### src/rtl/mem_step_sequencer.sv
// mem_step_sequencer
// Timed scan controller for the memory-to-VGA path. A free-running prescaler
// produces a one-cycle tick every TICK_DIV clocks while a scan is active. Each
// tick launches one req/ack read of the frame memory, stepping through
// addresses 0..DEPTH-1. Each returned word is registered onto oData with a
// one-cycle oDataValid pulse. Scans are one-shot or looping and can be
// aborted with iStop. oOverrun records a tick that arrives while a read is
// still outstanding; that tick is dropped.
module mem_step_sequencer #(
    parameter int TICK_DIV = 25000000,
    parameter int DEPTH    = 16,
    parameter int ADDR_W   = 4,
    parameter int DATA_W   = 8
) (
    input  logic              iClk,
    input  logic              iRst,
    input  logic              iStart,
    input  logic              iStop,
    input  logic              iLoop,
    output logic              oMemReq,
    output logic [ADDR_W-1:0] oMemAddr,
    input  logic              iMemAck,
    input  logic [DATA_W-1:0] iMemData,
    output logic [DATA_W-1:0] oData,
    output logic              oDataValid,
    output logic              oDone,
    output logic              oBusy,
    output logic              oOverrun
);

    localparam int                PRE_W     = (TICK_DIV > 1) ? $clog2(TICK_DIV) : 1;
    localparam logic [PRE_W-1:0]  PRE_LAST  = PRE_W'(TICK_DIV - 1);
    localparam logic [ADDR_W-1:0] ADDR_LAST = ADDR_W'(DEPTH - 1);

    typedef enum logic [1:0] {
        IDLE,
        WAIT_TICK,
        REQ
    } state_t;

    state_t            state;
    state_t            stateNext;
    logic [PRE_W-1:0]  presc;
    logic [PRE_W-1:0]  prescNext;
    logic [ADDR_W-1:0] addr;
    logic [ADDR_W-1:0] addrNext;
    logic              tick;
    logic              dataLoad;
    logic              doneNext;
    logic              overrunSet;
    logic              overrunClr;

    // Prescaler advance with an explicit wrap at TICK_DIV-1, so non-power-of-two
    // periods never rely on counter overflow.
    function automatic logic [PRE_W-1:0] prescStep(input logic [PRE_W-1:0] cur);
        return (cur == PRE_LAST) ? '0 : cur + 1'b1;
    endfunction

    // Address advance with an explicit wrap at DEPTH-1. DEPTH need not fill
    // the address space.
    function automatic logic [ADDR_W-1:0] addrStep(input logic [ADDR_W-1:0] cur);
        return (cur == ADDR_LAST) ? '0 : cur + 1'b1;
    endfunction

    // The tick exists only while a scan is active. The prescaler is pinned to 0 in IDLE.
    assign tick = (state != IDLE) && (presc == PRE_LAST);

    // Request and address are decoded straight from registered state, so they
    // stay stable for the whole time a read is outstanding.
    assign oMemReq  = (state == REQ);
    assign oMemAddr = addr;
    assign oBusy    = (state != IDLE);

    // Next-state, prescaler, address and output-event decode
    always_comb begin
        stateNext  = state;
        prescNext  = presc;
        addrNext   = addr;
        dataLoad   = 1'b0;
        doneNext   = 1'b0;
        overrunSet = 1'b0;
        overrunClr = 1'b0;

        case (state)
            IDLE: begin
                prescNext = '0;
                // A simultaneous stop vetoes the start.
                if (iStart && !iStop) begin
                    stateNext  = WAIT_TICK;
                    addrNext   = '0;
                    overrunClr = 1'b1;
                end
            end

            WAIT_TICK: begin
                prescNext = prescStep(presc);
                if (iStop) begin
                    stateNext = IDLE;
                    prescNext = '0;
                    addrNext  = '0;
                end else if (tick) begin
                    stateNext = REQ;
                end
            end

            REQ: begin
                // The prescaler keeps running during a read so the tick rate
                // never stretches with memory latency.
                prescNext = prescStep(presc);
                if (iStop) begin
                    // Abort wins over a same-cycle ack. The word is discarded.
                    stateNext = IDLE;
                    prescNext = '0;
                    addrNext  = '0;
                end else begin
                    // A tick that arrives with the read still pending is
                    // flagged and dropped. The next read waits for the following tick.
                    if (tick) begin
                        overrunSet = 1'b1;
                    end
                    if (iMemAck) begin
                        dataLoad = 1'b1;
                        if (addr == ADDR_LAST) begin
                            addrNext = addrStep(addr);
                            if (iLoop) begin
                                stateNext = WAIT_TICK;
                            end else begin
                                stateNext = IDLE;
                                prescNext = '0;
                                doneNext  = 1'b1;
                            end
                        end else begin
                            addrNext  = addrStep(addr);
                            stateNext = WAIT_TICK;
                        end
                    end
                end
            end

            default: begin
                stateNext = IDLE;
                prescNext = '0;
                addrNext  = '0;
            end
        endcase
    end

    // Control registers: FSM state, prescaler and scan address
    always_ff @(posedge iClk or posedge iRst) begin
        if (iRst) begin
            state <= IDLE;
            presc <= '0;
            addr  <= '0;
        end else begin
            state <= stateNext;
            presc <= prescNext;
            addr  <= addrNext;
        end
    end

    // Display register stage: captured word, valid/done pulses, sticky overrun
    always_ff @(posedge iClk or posedge iRst) begin
        if (iRst) begin
            oData      <= '0;
            oDataValid <= 1'b0;
            oDone      <= 1'b0;
            oOverrun   <= 1'b0;
        end else begin
            if (dataLoad) begin
                oData <= iMemData;
            end
            oDataValid <= dataLoad;
            oDone      <= doneNext;
            if (overrunClr) begin
                oOverrun <= 1'b0;
            end else if (overrunSet) begin
                oOverrun <= 1'b1;
            end
        end
    end

endmodule

### config.mk
export PLATFORM = sky130hd
export DESIGN_NAME = mem_step_sequencer
export DESIGN_NICKNAME = d
export VERILOG_FILES = /design/src/rtl/mem_step_sequencer.sv
export SDC_FILE = /design/constraint.sdc
export NUM_CORES = 1
export LEC_CHECK = 0
export ABC_AREA = 1
export ABC_CLOCK_PERIOD_IN_PS = 3800
export CAP_MARGIN = 20
export CORE_MARGIN = 2
export CORE_UTILIZATION = 44
export CTS_CLUSTER_DIAMETER = 50
export DETAILED_ROUTE_END_ITERATION = 10
export GPL_TIMING_DRIVEN = 0
export PLACE_DENSITY = 0.63
export SETUP_SLACK_MARGIN = 0.2
export SYNTH_ARGS = -nofsm -noshare
export SYNTH_HDL_FRONTEND = slang
export SYNTH_SLANG_ARGS = --single-unit
export TNS_END_PERCENT = 5
### constraint.sdc
create_clock -name iClk -period 3.8 [get_ports iClk]
set_input_delay 1.14 -clock iClk [delete_from_list [all_inputs] [get_ports iClk]]
set_output_delay 1.14 -clock iClk [all_outputs]
set_load 0.1 [all_outputs]
==> metrics.md <==
| Metric | Value |
|---|---|
| Placed cell areas | `~2800 um2` |
| Gpl congestion | `0.850` |
| Met2 Track Usage GR | `between 30% and 40%` |
| Largest net degree at the start of global routing | `42` |
| Ratio of cells with drive above 1 in the final layout | `~6.5%` |
| R2R Path End | `presc[0]` |
| TNS Setup | `0 ns` |
| Hold path start | `presc[0]` |
| Final Setup Violations | `0` |
| GR peak layer | `met2` |
| Die H | `between 70 and 80 um` |
| FILL cells | `509` |
| First-pass GRT wire length | `9270 um` |
| Mapped Nets | `around 340` |
| GR Layer Usage met1 | `between 20% and 30%` |
| Seq/Total Area, Yosys | `44.6%` |
| DR vias | `approximately 2,000` |
| Clock Tree Root | `clkbuf_8` |
| Wire length per cell | `around 12 um` |
| Initial drt markers | `125` |
| Critical path arrival | `about 2.3 ns` |
| Top_reg_cell synth | `dfrtp_1` |
| Most frequent cell after synthesis | `nand2_1` |
| Fmax | `just under 300 MHz` |
| Final Hold Viols | `0` |
| Startpoint types | `register` |
| Num CTS Buffers | `5` |
| Antenna violations before repair | `0` |
| Met3 global-route usage | `around 4.1%` |
| Gate Count Post-Synth | `approximately 320` |
| Drt pass-1 iters | `4` |
| CORE AREA | `5140 um2` |
| Worst-path fanout max | `6` |
| Final core occ | `a little under three fifths` |
| Cts repair resizes | `0` |
| Worst EP required | `2.66 ns` |
| Post-DP HPWL | `~3800 um` |
| Setup crit end kind | `output port` |
| Initial core utilization | `between 40% and 50%` |
| Synthesized flop and latch total | `42` |
| Status | `completed` |
| Clk_skew | `about 0.0084 ns` |
| Clock Pin Slew Worst Setup and Hold Paths | `roughly 0.080 ns` |
| Hold worst-path end | `presc[0]` |
| Worst reg2reg startpoint | `state[0]` |
| GR Overflow Total | `0` |
| Hold WC Path Type | `register to register` |
| Final instance area | `~2900 um2` |
| RSZ-0062 raised after global routing | `false` |
| Final critical-path required period | `~3.4 ns` |
| Synth cell count leaders | `nand2_1, nor2_1, dfrtp_1` |
| Final cycle utilization of the critical path | `90.0%` |
| Storage cell area | `about 1100 um2` |
| Largest cells by area after synthesis | `dfrtp_1, nand2_1, nor2_1, inv_1, nand3_1` |
| Post-CTS Setup Inserts | `0` |
| VDD IR max | `just over 0.5 mV` |
| Routed Antenna Nets | `0` |
| Worst reg-to-reg setup slack | `1.95 ns` |
| Vias in the first global route | `about 2,000` |
| Vias per cell | `slightly below 5` |
| Syn-to-layout area delta | `21.0%` |
| Max-Cap Viols | `0` |
| CTS Hold Buffers Added | `0` |
| Synth async-reset ratio | `100%` |
| Nets | `374` |
| Footprint of the multi-input gates | `roughly 1200 um2` |
| Post-synth EDFFs | `0` |
| Reg2reg path depth | `11` |
| DRC Markers | `0` |
| Pleak | `roughly 0.0012 uW` |
| H-tree level count | `2` |
| Cell Area, Synth | `around 2400 um2` |
| Pwr/cell area | `approximately 570 nW/um2` |
| Worst-Skew Late Latency | `0.29 ns` |
| Yosys cell types | `23` |
| PortBufs | `30` |
| Synth area leader | `dfrtp_1` |
| # IOs | `31` |
| Longest Clk Path Bufs | `2` |
| Gr usage total | `19.1%` |
| Clock sink count | `42` |
| Syn avg cell area | `~7.5 um2` |
| Ys Warns | `0` |
| Die X | `77.2 um` |
| Die area | `just under 6000 um2` |
| Cell Rows | `26` |
| CTS tree | `built` |
| Worst-margin pin slew | `a little under 1 ns` |
| Slew margin rel. | `roughly a third` |
| Post-synth top area share | `44.6%` |
| N_diodes | `0` |
| Slew Limit Fails | `0` |
| Final WL | `4970 um` |
| Hold Path Cell Cnt | `1` |
| Critical Setup Path Class | `register to output port` |
-- worst max-delay path by stage --
stage                        start    end  slack, ns  cells past startpoint
final                     state[0]  oBusy       0.38                      4
after global routing      state[0]  oBusy       0.24                      4
after CTS                 state[0]  oBusy       0.35                      4
after detailed placement  state[0]  oBusy       0.67                      4
after global placement    state[0]  oBusy       0.70                      4
after floorplan           state[0]  oBusy       1.37                      3
-- registers in the layout, summed over array words and instances, names as in the netlist --
signal and flops:
oOverrun 1, state 2, presc 25, oDone 1
oMemAddr 4, oData 8, oDataValid 1
-- cells by family (layout without fill, tap and decap cells) --
logic type	Yosys count	in the layout	synth area share, %
and+or+nand+nor	200	200	36.5
AOI/OAI and AO/OA	16	16	3.61
DFF	42	42	44.6
buffers and inverters	37	76	6.53
xor gates and xnor gates	15	15	5.58
adders and majority gates	6	6	3.19
-- stage by stage --
step,hold slack [ns],setup slack (ns),std cells,total power [uW]
final,0.479,0.379,425,1610
after global routing,0.503,0.244,425,1710
after CTS,0.488,0.347,425,1640
after detailed placement,0.467,0.672,417,1350
after global placement,0.446,0.697,416,1340
after floorplan,0.429,1.37,316,1150
-- cell type report --
type | instances | area share (%)
Multi-Input combinational cell | 237 | 40.4
Sequential cell | 42 | 36.9
Timing Repair Buffer | 31 | 11.2
Inverter | 35 | 4.61
Tap cell | 70 | 3.07
Clock buffer | 6 | 2.55
Buffer | 2 | 0.790
Clock inverter | 2 | 0.483
-- cell usage in the layout (no fill, tap or decap), drive strengths merged --
master and n:
xnor2 5, clkbuf 6, a31oi 1, nand3 23, dfrtp 42, nor2 71
clkdlybuf4s50 30, ha 6, nor3 6, o31ai 1, inv 34, xor2 10
nand2 96, buf 3, clkinv 3, a21oi 8, nand4 4, o22ai 1
o21ai 5
-- where the power goes --
part           switching (uW)  total, uW  leakage, uW  internal [uW]
sequential               36.4        538     0.000574            501
clock                     153        282    0.0000452            130
combinational             599        794     0.000598            195
-- critical path: stages, from the launching register on --
cell and delay [ns]:
dfrtp_1 0.39, inv_1 0.08, ha_1 0.21, inv_1 0.15, clkdlybuf4s50_1 1.16
-- per-layer routing --
layer,share of wire [%],up-vias
li1,-,1060
met1,47,933
met2,47,46
met3,4.9,7
met4,0.97,0
met5,0,-
Power figures use the tool's default switching activity.
